File: src/rtl/imem_ctrl.sv
// Instruction memory controller: the host loader writes 32-bit words one byte per
// cycle, and it takes priority over core instruction fetches.
module imem_ctrl #(
  parameter int MEM_BYTES = 512,
  parameter int AW        = 64
) (
  input  logic                         clk,
  input  logic                         rst_n,
  input  logic                         fetch_req,
  input  logic [AW-1:0]                fetch_addr,
  output logic                         fetch_grant,
  output logic                         fetch_err,
  output logic [AW-1:0]                im_addr,
  output logic                         core_hold,
  input  logic                         ld_valid,
  input  logic [$clog2(MEM_BYTES)-1:0] ld_addr,
  input  logic [31:0]                  ld_data,
  output logic                         ld_ready,
  output logic                         ld_done,
  output logic                         ld_err,
  output logic                         mem_we,
  output logic [$clog2(MEM_BYTES)-1:0] mem_waddr,
  output logic [7:0]                   mem_wdata,
  output logic [9:0]                   words_loaded
);

  localparam int LW = $clog2(MEM_BYTES);
  localparam logic [LW-1:0] LD_LAST = LW'(MEM_BYTES - 4);
  localparam logic [AW-1:0] FE_LAST = AW'(MEM_BYTES - 4);

  typedef enum logic [1:0] {IDLE, WRITE, DONE} state_t;

  state_t          r_state;
  logic [1:0]      r_k;
  logic [LW-1:0]   r_addr;
  logic [31:0]     r_data;
  logic            r_ld_err;
  logic [9:0]      r_words;
  logic [AW-1:0]   r_im_addr;

  logic            w_ld_bad;
  logic            w_fetch_bad;
  logic [AW-1:0]   w_im_next;

  assign w_ld_bad    = (ld_addr[1:0] != 2'b00) || (ld_addr > LD_LAST);
  assign w_fetch_bad = (fetch_addr[1:0] != 2'b00) || (fetch_addr > FE_LAST);

  // The loader owns the memory as soon as it offers a word, even before acceptance.
  assign core_hold   = (r_state != IDLE) || ld_valid;
  assign fetch_grant = fetch_req && !core_hold;
  assign fetch_err   = fetch_grant && w_fetch_bad;
  assign w_im_next   = w_fetch_bad ? '0 : fetch_addr;
  assign im_addr     = fetch_grant ? w_im_next : r_im_addr;

  assign ld_ready     = (r_state == IDLE);
  assign ld_done      = (r_state == DONE);
  assign ld_err       = r_ld_err;
  assign words_loaded = r_words;

  assign mem_we    = (r_state == WRITE);
  assign mem_waddr = mem_we ? (r_addr + LW'(r_k)) : '0;
  assign mem_wdata = mem_we ? r_data[8*r_k +: 8] : 8'h00;

  always_ff @(posedge clk) begin
    if (!rst_n) begin
      r_state   <= IDLE;
      r_k       <= 2'd0;
      r_addr    <= '0;
      r_data    <= 32'h0;
      r_ld_err  <= 1'b0;
      r_words   <= 10'd0;
      r_im_addr <= '0;
    end else begin
      r_ld_err <= 1'b0;
      if (fetch_grant) begin
        r_im_addr <= w_im_next;
      end
      case (r_state)
        IDLE: begin
          if (ld_valid) begin
            if (w_ld_bad) begin
              r_ld_err <= 1'b1;
            end else begin
              r_state <= WRITE;
              r_k     <= 2'd0;
              r_addr  <= ld_addr;
              r_data  <= ld_data;
            end
          end
        end
        WRITE: begin
          r_k <= r_k + 2'd1;
          if (r_k == 2'd3) begin
            r_state <= DONE;
          end
        end
        DONE: begin
          r_state <= IDLE;
          if (r_words != 10'h3FF) begin
            r_words <= r_words + 10'd1;
          end
        end
        default: r_state <= IDLE;
      endcase
    end
  end

endmodule

File: config.mk
export PLATFORM = sky130hd
export DESIGN_NAME = imem_ctrl
export DESIGN_NICKNAME = d
export VERILOG_FILES = /design/src/rtl/imem_ctrl.sv
export SDC_FILE = /design/constraint.sdc
export NUM_CORES = 1
export LEC_CHECK = 0
export BUFFER_PORTS_ARGS = -buffer_cell sky130_fd_sc_hd__buf_2
export CORE_MARGIN = 2
export CORE_UTILIZATION = 25
export CTS_CLUSTER_DIAMETER = 30
export DETAILED_ROUTE_END_ITERATION = 10
export GPL_TIMING_DRIVEN = 0
export PLACE_DENSITY = 0.55
export SLEW_MARGIN = 20
export SYNTH_ARGS = -nofsm -noshare
export SYNTH_HDL_FRONTEND = slang
export SYNTH_SLANG_ARGS = --single-unit
File: constraint.sdc
create_clock -name clk -period 2.25 [get_ports clk]
set_clock_uncertainty 0.1 [all_clocks]
set_input_delay 0.1125 -clock clk [delete_from_list [all_inputs] [get_ports clk]]
set_output_delay 0.1125 -clock clk [all_outputs]
set_load 0.02 [all_outputs]
== After elaboration in Yosys (flattened, before gate mapping) ==
Cells that the tools add are included.
W data, S select, Z words.

* $add $sub $neg: 3
* $lt $le $gt $ge: 2
* Eq/ne operators: 7
* Shift operators: 1
* Multiplexer cells: 12
* Bitwise logic cells: 1
* Reductions and logical operators: 16

{| class="wikitable"
|+ Operator list
! kind !! count
|-
| $mux W64 || 2
|-
| $gt A64 B9 Y1 const B || 1
|-
| $shiftx A32 B6 Y8 || 1
|-
| $reduce_and A3 Y1 || 4
|-
| $add A10 B1 Y10 const B || 1
|-
| $mux W2 || 5
|-
| $ne A10 B10 Y1 const B || 1
|-
| $add A9 B2 Y9 || 1
|-
| $gt A9 B9 Y1 const B || 1
|-
| $mux W9 || 1
|-
| $mux W8 || 1
|-
| $pmux W2 S2 || 2
|-
| $reduce_bool A2 Y1 || 4
|-
| $eq A2 B2 Y1 const B || 2
|-
| $ne A2 B2 Y1 const B || 2
|-
| $logic_or A1 B1 Y1 || 3
|-
| $add A2 B1 Y2 const B || 1
|-
| $eq A2 B1 Y1 const B || 1
|-
| $logic_and A1 B1 Y1 || 2
|-
| $logic_not A2 Y1 || 1
|-
| $ne A2 B1 Y1 const B || 1
|-
| $reduce_and A2 Y1 || 1
|-
| $logic_not A1 Y1 || 1
|-
| $mux W1 || 1
|-
| $not A1 Y1 || 1
|}

* Register bits after elaboration: 120
* Output and inout bits: 98
* Logic and storage cells: 49

== Depth between registers and ports, before layout ==
Gate-level depths: netlist of run 1.

* Word-level depth: 5
* Gate-level depth with buffers: 7
* Mapped depth without buffers: 6

== Worst setup path before layout of run 1 ==
OpenSTA, ideal clock, no wires.

* Path kind: reg2out
* From: register r_state[1]
* To: output im_addr[2]
* Arrival time: 1833 ps
* Data required time: 2037 ps
* Path slack: 204 ps
* Stages on the path, launching flop included: 8
* Path through: dfxtp_1 nor2_4 nand3b_4 inv_2 nand4_1 or4_4 buf_6 o21ai_1

* Word-level cells in the longest chain between the ends: 5

{| class="wikitable"
|+ RTL lines
! element !! RTL line !! text
|-
| from (decl) || 33 || <nowiki>state_t r_state;</nowiki>
|-
| from (signal assigned) || 66 || <nowiki>r_state <= IDLE;</nowiki>
|-
| from (signal assigned) || 84 || <nowiki>r_state <= WRITE;</nowiki>
|-
| from (signal assigned) || 94 || <nowiki>r_state <= DONE;</nowiki>
|-
| $reduce_bool A2 Y1 || 49 || <nowiki>assign core_hold = (r_state != IDLE) || ld_valid;</nowiki>
|-
| $logic_or A1 B1 Y1 || 49 ||
|-
| $logic_not A1 Y1 || 50 || <nowiki>assign fetch_grant = fetch_req && !core_hold;</nowiki>
|-
| $logic_and A1 B1 Y1 || 50 ||
|-
| $mux W64 || n/a ||
|-
| to (decl) || 13 || <nowiki>output logic [AW-1:0] im_addr,</nowiki>
|}

Every way passes these cells.

== Worst setup path after layout of run 1 ==
* From: register r_state[0]
* To: output im_addr[3]

The elaborated chain is that of the path after synthesis.

==> qor.yml, run 1 <==
timing:
  hold_viol_final: 0
  setup_ws_ns: -0.0547
  finalSetupTns_ns: -0.0547
  fmax_mhz: 434
  fin_crit_sh_pct: 102
  drv_slew: 0
  worstMarginPinSlew_ns: 0.745
  slew_headroom_pct: 50.3
  final-setup-viol-count: 1
  period_minus_slack_ns: 2.30
  grt_setup_unrepaired: "yes"
power_and_ir_drop:
  combPwrFrac_pct: 7.3
  p_per_area_nw_per_um2: 720
  netSwitchingFraction_pct: 22.8
  seqPwrFrac_pct: 39.2
  leakage_nw: 3.63
  p_switching_mw: 1.26
  clkPwrFrac_pct: 53.4
  p_total_mw: 5.52
  vdd_drop_max_v: 0.000490
  p_int_mw: 4.26
floorplanning:
  ios: 207
  core_um2: 19500
  placementRows: 51
  die_x_um: 145
  dieArea_um2: 21200
  die_y_um: 145
  start_util_pct: 25.6
finish:
  syn_to_final_growth_pct: 53.3
  nets: 961
  fillers: 2027
  drive_gt1_share_pct: 32.9
  fin_cells: 1126
  fin_util_pct: 39.3
logic_synthesis:
  synth-seq-cells: 120
  ys.flop_type: "dfxtp_1"
  syn_inst: 565
  synth_fp_nets: 679
  synth_area_um2: 5000
  yosysWarningCount: 0
  ys_async_sr_fraction_pct: 0
  synth_cell_types: 44
  synth-seq-area-share_pct: 48.0
  avgSynthCellArea_um2: 8.86
  synth_edf_count: 0
critical_path:
  cp.required_ns: 2.04
  cp_slowest_cell: "or4_4"
  crit_path_start_kind: "flop"
  cp-end-kind: "primary output"
  crit_type: "reg -> out"
  cp.arrival_ns: 2.09
  crit_fanout: 4
  max_stage_delay_ns: 0.44
  reg2reg_from: "r_state[0]"
  worstSetupStartpoint: "r_state[0]"
  cp_cell_sequence: "nor2_4 -> nand3b_4 -> clkinv_4 -> nand4_1 -> buf_4 -> or4_4 -> o21ai_2 -> buf_6"
status:
  failed_checks: "negative setup slack"
  status: "finished, violations left"
clocking:
  cts-root-buf: "clkbuf_16"
  path_clk_slew_ns: 0.06
  clock-sinks: 120
  cts_inserted_buffers: 17
  clockBufferDepth: 2
  clock_latency_ns: 0.42
  htreeDepth: 4
  cts_tree: "done"
routing:
  drc: 0
  vias: 4950
  wl_per_cell_um: 14.1
  first_pass_iters: 4
  wl_um: 15900
  drtIter0Drc: 167
  ant_nets: 0
  via_per_inst: 4.40
job:
  max_cap_viol_count: 0
global_route:
  gr-total-overflow: 0
  grt_pass1_wl_um: 25400
  grt_usage_pct: 15.1
  antenna_found_initial: 0
  grt_pass1_vias: 4839
  grt_max_degree: 17
placement:
  pre_cts_ws_ns: -0.0457
  dp_hpwl_um: 11200
  finalWeightedCongestion: 0.767
  portBuffers: 205
  dp_cells: 1035
min_path:
  hp-start: "ld_addr[0]"
  holdCritPathClass: "in -> reg"
-- flip-flops by register name, summed over array words and instances (netlist names) --
signal / flops
r_data: 32
r_state: 2
ld_err: 1
r_im_addr: 64
words_loaded: 10
r_k: 2
r_addr: 9
-- Yosys cell counts, drive strengths merged (2+ instances only) --
cell type / number / area share [%]
nor3b: 2 / 0.30
a21oi: 46 / 4.6
buf: 4 / 0.48
nor4: 14 / 1.8
or3: 3 / 0.38
nor2b: 59 / 7.4
mux4: 8 / 3.6
o21ai: 11 / 1.1
and3: 62 / 7.8
o31ai: 10 / 2.3
nand2: 89 / 6.7
nand3: 17 / 1.7
xor2: 5 / 0.88
nor3: 2 / 0.20
clkbuf: 38 / 2.9
xnor2: 4 / 0.70
or4: 4 / 0.68
dfxtp: 120 / 48
nand3b: 2 / 0.55
and2: 10 / 1.3
nand2b: 2 / 0.25
nor2: 17 / 1.4
ha: 4 / 1.0
nand4: 9 / 1.1
inv: 12 / 0.90
-- worst paths after layout --
path | cells past startpoint | to | slack, ns
setup / recovery | 8 | im_addr[3] | -0.05
hold / removal | 5 | r_k[0] | 0.11
setup reg to reg | 9 | r_im_addr[3] | 0.09
hold reg to reg | 2 | r_data[16] | 0.35
-- power by group through the flow --
stage	Clock (mW)	Sequential (mW)	Combinational (mW)
2_1_floorplan	0	2.21	0.156
3_3_place_gp	0	2.21	0.325
4_1_cts	3.03	2.17	0.403
3_5_place_dp	0	2.22	0.325
6_report	2.95	2.17	0.406
5_1_grt	3.13	2.17	0.449
-- routing by layer --
| metal | part of all wire (%) | GRT usage (%) |
|---|---|---|
| met4 | 1.6 | 5.29 |
| met2 | 45 | 23.6 |
| met1 | 47 | 19.9 |
| met3 | 5.7 | 4.55 |
| met5 | 0 | 0 |
-- cells by family after synthesis --
kind of cell,Yosys count,share of synthesized area [%]
flops,120,48.0
fa+ha+maj,5,1.40
compound gates,74,9.25
mux,8,3.60
xor+xnor,9,1.58
buf+inv,54,4.23
simple gates,295,31.9
-- through the flow --
| stage | hold slack [ns] | instance area, um2 |
|---|---|---|
| after detailed placement | 0.260 | 6360 |
| final | 0.113 | 7670 |
| after global routing | 0.154 | 7670 |
| after CTS | 0.120 | 7600 |
| after global placement | 0.260 | 6360 |
| after floorplan | 0.131 | 5000 |
-- worst max-delay path: cells and delay by family, from the launching register on --
kind / cells / cell delay, ns
AO/OA/AOI/OAI: 1 / 0.15
AND/OR/NAND/NOR: 4 / 0.78
buffers and inverters: 3 / 0.39
flip-flops: 1 / 0.35
-- cell usage in the layout (no fill, tap or decap), drive strengths merged, types with 3 or more instances in the layout --
cell type | synthesis | final
a21oi | 46 | 46
and2 | 10 | 10
and3 | 62 | 62
buf | 4 | 223
bufinv | 0 | 4
clkbuf | 38 | 52
clkinv | 0 | 6
clkinvlp | 0 | 3
dfxtp | 120 | 120
dlygate4sd3 | 0 | 48
ha | 4 | 4
inv | 12 | 12
mux4 | 8 | 8
nand2 | 89 | 89
nand3 | 17 | 17
nand4 | 9 | 9
nor2 | 17 | 17
nor2b | 59 | 59
nor4 | 14 | 14
o21ai | 11 | 11
o31ai | 10 | 10
or3 | 3 | 3
or4 | 4 | 5
xnor2 | 4 | 4
xor2 | 5 | 5
-- what timing repair did --
item / 4_1_cts / 5_1_grt
buffers inserted: 11 / 2
endpoints found under the setup margin: 66 / 36
gates resized for setup: 19 / 21
endpoints found under the hold margin: 47 / 0
pin swaps: 5 / 4
hold buffers: 48 / 0
cloned: 1 / 0
-- cell type report --
| cell class | instances | area [um2] | area share (%) |
|---|---|---|---|
| multi-input cells | 392 | 2430 | 31.7 |
| repair buffers | 266 | 1640 | 21.4 |
| clock inverters | 13 | 195 | 2.55 |
| well taps | 265 | 332 | 4.32 |
| plain buffers | 38 | 158 | 2.06 |
| inverters | 12 | 50.0 | 0.653 |
| clock buffers | 19 | 453 | 5.91 |
| diodes | 1 | 2.50 | 0.0326 |
| flip-flops and latches | 120 | 2410 | 31.4 |
Power figures use the tool's default switching activity.
==> inputs of run 2 (changes only) <==
--- a/config.mk
+++ b/config.mk
@@ -5,13 +5,16 @@
 export SDC_FILE = /design/constraint.sdc
 export NUM_CORES = 1
 export LEC_CHECK = 0
+export ABC_AREA = 1
 export BUFFER_PORTS_ARGS = -buffer_cell sky130_fd_sc_hd__buf_2
 export CORE_MARGIN = 2
 export CORE_UTILIZATION = 25
 export CTS_CLUSTER_DIAMETER = 30
 export DETAILED_ROUTE_END_ITERATION = 10
 export GPL_TIMING_DRIVEN = 0
+export MAX_ROUTING_LAYER = met4
 export PLACE_DENSITY = 0.55
+export RECOVER_POWER = 50
 export SLEW_MARGIN = 20
 export SYNTH_ARGS = -nofsm -noshare
 export SYNTH_HDL_FRONTEND = slang
==> run 2 against run 1 <==
Compared with the run above:
- the flow now finishes without violations
- cell count up 14%
- cell area decreased by 1.7%
- non-clock buffer count is 9 lower
- synthesized area increased by 0.45%
- critical endpoint is now r_data[9]
==> qor.yml, run 2 <==
clocking:
  path_clk_slew_ns: 0.05
  htreeDepth: 4
  clockBufferDepth: 2
  clock_latency_ns: 0.41
  cts_inserted_buffers: 17
  cts-root-buf: "clkbuf_16"
  clock-sinks: 120
  cts_tree: "done"
logic_synthesis:
  ys_async_sr_fraction_pct: 0
  ys_top_cells_by_area: "dfxtp_1 48%, nand2_1 11%, nor2_1 9.1%"
  synth-seq-area-share_pct: 47.8
  synth-seq-cells: 120
  syn_inst: 723
  yosysMostFrequentCell: "nand2_1"
  synth_area_leader_cell: "dfxtp_1"
  synth_edf_count: 0
  synth_top_area_share_pct: 47.8
  yosysWarningCount: 0
  avgSynthCellArea_um2: 6.95
  synth_fp_nets: 837
  ys.flop_type: "dfxtp_1"
  synth_cell_types: 28
  synth_area_um2: 5030
  synth_commonest_cells: "147 x nand2_1, 122 x nor2_1, 120 x dfxtp_1"
critical_path:
  critical_path_buf_inv_count: 2
  crit_type: "reg -> reg"
  cp-end-kind: "flop"
  cp.arrival_ns: 2.36
  path_common_cell: "nor2_4"
  max_stage_delay_ns: 0.58
  cp.required_ns: 2.43
  crit_path_start_kind: "flop"
  crit_family: "buffers and inverters"
  cp_cell_sequence: "nor2_4 -> inv_1 -> nor2_4 -> nor2_2 -> nand2_1 -> o21ai_0 -> dlygate4sd3_1 -> a21oi_1"
  crit_fanout: 8
  cp_slowest_cell: "dlygate4sd3_1"
floorplanning:
  die_x_um: 146
  placementRows: 51
  die_y_um: 146
  dieArea_um2: 21300
  core_um2: 19600
  ios: 207
  start_util_pct: 25.7
finish:
  layout.cells.most_common: "buf_2"
  mostFrequentLayoutCells: "200 x buf_2, 149 x nand2_1, 119 x nor2_1, 119 x dfxtp_1, 104 x inv_1"
  drive_gt1_share_pct: 25.3
  fin_cells: 1281
  nets: 1116
  largest_reg_flops: 64
  top_register: "r_im_addr"
  fillers: 2149
  syn_to_final_growth_pct: 50.0
  stdcell_area_um2: 7540
timing:
  period_minus_slack_ns: 2.19
  fin_crit_sh_pct: 97.1
  grt_setup_unrepaired: "yes"
  fmax_mhz: 458
  drv_slew: 0
  finalSetupTns_ns: 0
  hold_viol_final: 0
  slew_headroom_pct: 52.1
  final-setup-viol-count: 0
  worstMarginPinSlew_ns: 0.718
routing:
  ant_nets: 0
  drtIter0Drc: 186
  wl_per_cell_um: 12.2
  via_per_inst: 4.17
  drc: 0
  first_pass_iters: 4
  vias: 5342
  wl_um: 15600
global_route:
  grt_pass1_vias: 5172
  grt_pass1_wl_um: 25500
  grt_usage_pct: 15.3
  grt_max_degree: 17
  gr-total-overflow: 0
  antenna_found_initial: 2
min_path:
  holdCritPathClass: "in -> reg"
job:
  max_cap_viol_count: 0
placement:
  portBuffers: 206
  finalWeightedCongestion: 0.824
  dp_cells: 1194
  dp_hpwl_um: 11500
  postPlaceCellArea_um2: 6390
power_and_ir_drop:
  p_int_mw: 4.24
  seqPwrFrac_pct: 40.0
  clkPwrFrac_pct: 48.9
  p_switching_mw: 1.33
  netSwitchingFraction_pct: 24.0
  leakage_nw: 3.89
  vdd_drop_max_v: 0.000491
  combPwrFrac_pct: 11.1
  p_total_mw: 5.57
  p_per_area_nw_per_um2: 739
status:
  status: "finished, final reports clean"
## run 2: cell count changes in the layout (fill, tap and decap cells not counted), sizes merged, moves of 10 or more
| cell | delta |
|---|---|
| a21oi | +38 |
| and2 | -10 |
| and3 | -62 |
| buf | -16 |
| inv | +94 |
| nand2 | +61 |
| nand3 | +19 |
| nor2 | +110 |
| nor2b | -59 |
| nor4 | -13 |
| o21ai | +31 |
| o31ai | -10 |
## run 2: repair_timing
item,in CTS,in global routing
setup buffers,0,4
endpoints found under the setup margin,21,22
hold buffers,50,0
endpoints found under the hold margin,46,0
pin swaps,1,3
resized for setup,10,16
## run 2: cells by family (layout without fill, tap and decap cells)
logic type	after synthesis	after routing	synth area share, %
buffers and inverters	142	433	11.2
other	0	2	0
adder cells (fa/ha/maj)	5	5	1.39
flip-flops	120	120	47.8
AO/OA/AOI/OAI	128	128	12.8
XOR/XNOR	5	5	0.871
AND/OR/NAND/NOR	323	323	25.9
## run 2: power groups by stage
| stage | sequential [mW] | combinational, mW | clock [mW] |
|---|---|---|---|
| 2_1_floorplan | 2.26 | 0.316 | 0 |
| 3_3_place_gp | 2.27 | 0.540 | 0 |
| 3_5_place_dp | 2.27 | 0.541 | 0 |
| 4_1_cts | 2.23 | 0.622 | 2.79 |
| 5_1_grt | 2.23 | 0.695 | 2.90 |
| 6_report | 2.23 | 0.619 | 2.72 |
## run 2: path summary, 6_finish.rpt
check | slack (ns) | to | start | cells after the start
worst min-delay path | 0.02 | r_im_addr[8] | fetch_addr[8] | 5
worst max register to register | 0.06 | r_data[9] | r_state[1] | 8
worst max-delay path | 0.06 | r_data[9] | r_state[1] | 8
worst min register to register | 0.34 | r_im_addr[1] | r_im_addr[1] | 2
## run 2: per-stage QoR
step | utilization [%] | setup WS (ns) | hold slack, ns
6_report | 38.5 | 0.0645 | 0.0198
3_5_place_dp | 32.6 | 0.276 | 0.282
3_3_place_gp | 32.6 | 0.227 | 0.277
2_1_floorplan | - | 0.364 | 0.133
4_1_cts | 38.3 | 0.000869 | 0.0108
5_1_grt | 38.5 | -0.0855 | 0.0411
## run 2: cell type report
class | instances | area [um2] | area share (%)
inverters | 107 | 403 | 5.34
flip-flops and latches | 120 | 2400 | 31.9
repair buffers | 260 | 1540 | 20.5
multi-input cells | 461 | 2110 | 27.9
clock inverters | 9 | 124 | 1.64
plain buffers | 35 | 159 | 2.11
well taps | 265 | 332 | 4.40
diodes | 2 | 5.00 | 0.0664
clock buffers | 22 | 464 | 6.16
## run 2: tightest hold or removal path: cells and delay by family
| kind | cells | cell delay, ns |
|---|---|---|
| AND/OR/NAND/NOR | 2 | 0.14 |
| AO/OA/AOI/OAI | 1 | 0.07 |
| buffers and inverters | 2 | 0.15 |
## run 2: layer usage
metal / vias to the layer above / track usage [%] / share of wire [%]
li1: 2801 / - / -
met1: 2386 / 19.1 / 47
met2: 140 / 24.0 / 45
met3: 15 / 4.26 / 5.7
met4: 0 / 4.90 / 1.4
met5: - / - / 0
==> inputs of run 3 (changes only) <==
--- a/config.mk
+++ b/config.mk
@@ -10,6 +10,7 @@
 export CORE_MARGIN = 2
 export CORE_UTILIZATION = 25
 export CTS_CLUSTER_DIAMETER = 30
+export CTS_CLUSTER_SIZE = 8
 export DETAILED_ROUTE_END_ITERATION = 10
 export GPL_TIMING_DRIVEN = 0
 export MAX_ROUTING_LAYER = met4
==> constraint.sdc (replaced) <==
create_clock -name clk -period 2.25 [get_ports clk]
set_clock_uncertainty 0.1 [all_clocks]
set_input_delay 0.1125 -clock clk [delete_from_list [all_inputs] [get_ports clk]]
set_output_delay 0.1125 -clock clk [all_outputs]
set_load 0.1 [all_outputs]
==> run 3 against run 2 <==
Compared with the run above:
- core utilization rose by 3.0 points
- critical path depth rose by 1
- fmax fell by 2.2%
- via count rose by 1.0%
- hold slack improved by 0.013 ns
- global-route usage rose by 0.75 points
- sequential cell count did not move
- register-to-register slack improved by 0.05 ns
- worst setup slack got worse by 0.049 ns
- total power rose by 2.1%
- die area did not move
- sequential share of layout area fell by 2.2 points
==> qor.yml, run 3 (synthesis results as in run 2) <==
status:
  status: "finished, final reports clean"
placement:
  portBuffers: 206
  dp_hpwl_um: 11500
  finalWeightedCongestion: 0.784
  pre_cts_ws_ns: -0.201
critical_path:
  ff2ff_setup_slack_ns: 0.11
  path_common_cell: "nor3_4"
  cp_cell_sequence: "ha_4 -> fa_2 -> nand2_2 -> inv_4 -> nand3_4 -> nor3_4 -> buf_6 -> nor3_4 -> buf_12"
  cp.arrival_ns: 2.02
  crit_type: "reg -> out"
  cp.required_ns: 2.04
  cp-end-kind: "primary output"
  critical_path_buf_inv_count: 3
  crit_fanout: 3
  cp_slowest_cell: "dfxtp_4"
  crit_path_start_kind: "flop"
  max_stage_delay_ns: 0.36
  crit_family: "adder cells"
routing:
  first_pass_iters: 4
  via_per_inst: 4.21
  wl_per_cell_um: 12.8
  vias: 5397
  drc: 0
  ant_nets: 0
  wl_um: 16400
  drtIter0Drc: 182
finish:
  antenna_cells: 0
  drive_gt1_share_pct: 29.1
  layout.cells.most_common: "nand2_1"
  multi_input_area_um2: 2320
  mostFrequentLayoutCells: "142 x nand2_1, 117 x buf_2, 117 x dfxtp_1"
  register_area_um2: 2410
  syn_to_final_growth_pct: 61.7
  fillers: 2064
  nets: 1119
  top_register: "r_im_addr"
  largest_reg_flops: 64
timing:
  hold_viol_final: 0
  final-setup-viol-count: 0
  worstMarginPinSlew_ns: 1.22
  grt_setup_unrepaired: "yes"
  period_minus_slack_ns: 2.23
  finalSetupTns_ns: 0
  fmax_mhz: 448
  timing.hold.ws_ns: 0.0329
  slew_headroom_pct: 18.7
  fin_crit_sh_pct: 99.3
  setup_ws_ns: 0.0154
  drv_slew: 0
power_and_ir_drop:
  seqPwrFrac_pct: 39.3
  clkPwrFrac_pct: 46.3
  combPwrFrac_pct: 14.4
  netSwitchingFraction_pct: 26.9
  p_per_area_nw_per_um2: 700
  vdd_drop_max_v: 0.000633
  p_int_mw: 4.16
  leakage_nw: 3.93
  p_switching_mw: 1.53
global_route:
  grt_pass1_wl_um: 26900
  gr-total-overflow: 0
  antenna_found_initial: 0
  grt_pass1_vias: 5393
  grt_max_degree: 17
  grt_usage_pct: 16.0
clocking:
  cts_tree: "done"
  clockBufferDepth: 2
  path_clk_slew_ns: 0.05
  clock-sinks: 120
  htreeDepth: 4
  clock_latency_ns: 0.41
  cts_inserted_buffers: 17
  cts-root-buf: "clkbuf_16"
floorplanning:
  dieArea_um2: 21300
  placementRows: 51
  start_util_pct: 25.7
  core_um2: 19600
  die_x_um: 146
  die_y_um: 146
  ios: 207
min_path:
  holdCritPathClass: "in -> reg"
job:
  max_cap_viol_count: 0
[run 3: cell count changes in the layout (fill, tap and decap cells not counted), moves of 10 or more]
cell     before  now
a21oi_1      84   74
buf_6         1   12
buf_4         6   63
buf_2       200  117
[run 3: routing by layer]
metal / GRT usage (%) / vias to the layer above / share of wire [%]
li1: - / 2807 / -
met1: 19.9 / 2396 / 45
met2: 25.6 / 176 / 47
met3: 4.11 / 18 / 6.2
met4: 4.90 / 0 / 1.3
met5: - / - / 0
[run 3: final cells by class]
cell class                      instances  area share (%)
Multi-Input combinational cell        462            28.6
Tap cell                              265            4.08
Timing Repair Buffer                  261            23.5
Timing Repair inverter                  1          0.0616
Buffer                                 35            2.17
Clock buffer                           23            5.76
Clock inverter                          8            1.20
Inverter                              107            5.02
Sequential cell                       120            29.6
[run 3: timing repair]
| item | in CTS | in global routing |
|---|---|---|
| pin swaps | 4 | 6 |
| gates cloned | 0 | 2 |
| buffers inserted | 0 | 7 |
| resized for setup | 112 | 65 |
| hold endpoints to repair | 46 | 0 |
| setup endpoints to repair | 83 | 74 |
| hold buffers | 48 | 0 |
[run 3: power by group through the flow]
stage | combinational (mW) | clock [mW] | sequential [mW]
2_1_floorplan | 0.479 | 0 | 2.27
3_3_place_gp | 0.714 | 0 | 2.27
3_5_place_dp | 0.716 | 0 | 2.27
4_1_cts | 0.808 | 2.69 | 2.23
5_1_grt | 0.895 | 2.80 | 2.24
6_report | 0.820 | 2.64 | 2.23
[run 3: worst paths after layout]
path	start	end	depth (start not counted)
max reg2reg	r_state[1]	r_data[8]	8
min reg2reg	r_im_addr[11]	r_im_addr[11]	2
max	r_k[0]	mem_waddr[6]	9
min	fetch_addr[8]	r_im_addr[8]	5
[run 3: worst register-to-register path: cells and delay by family, from the launching register on]
| kind | cells | cell delay [ns] |
|---|---|---|
| and+or+nand+nor | 4 | 0.60 |
| DFF | 1 | 0.39 |
| buffers and inverters | 2 | 0.69 |
| AOI/OAI and AO/OA | 2 | 0.23 |
[run 3: per-stage QoR]
| stage | power [mW] | std cells | utilization [%] | area, um2 |
|---|---|---|---|---|
| final | 5.69 | 1282 | 41.5 | 8130 |
| after global routing | 5.93 | 1282 | 41.5 | 8130 |
| after CTS | 5.73 | 1273 | 40.4 | 7920 |
| after detailed placement | 2.99 | 1194 | 33.6 | 6580 |
| after global placement | 2.98 | 1194 | 33.6 | 6580 |
| after floorplan | 2.75 | 723 | - | 5210 |
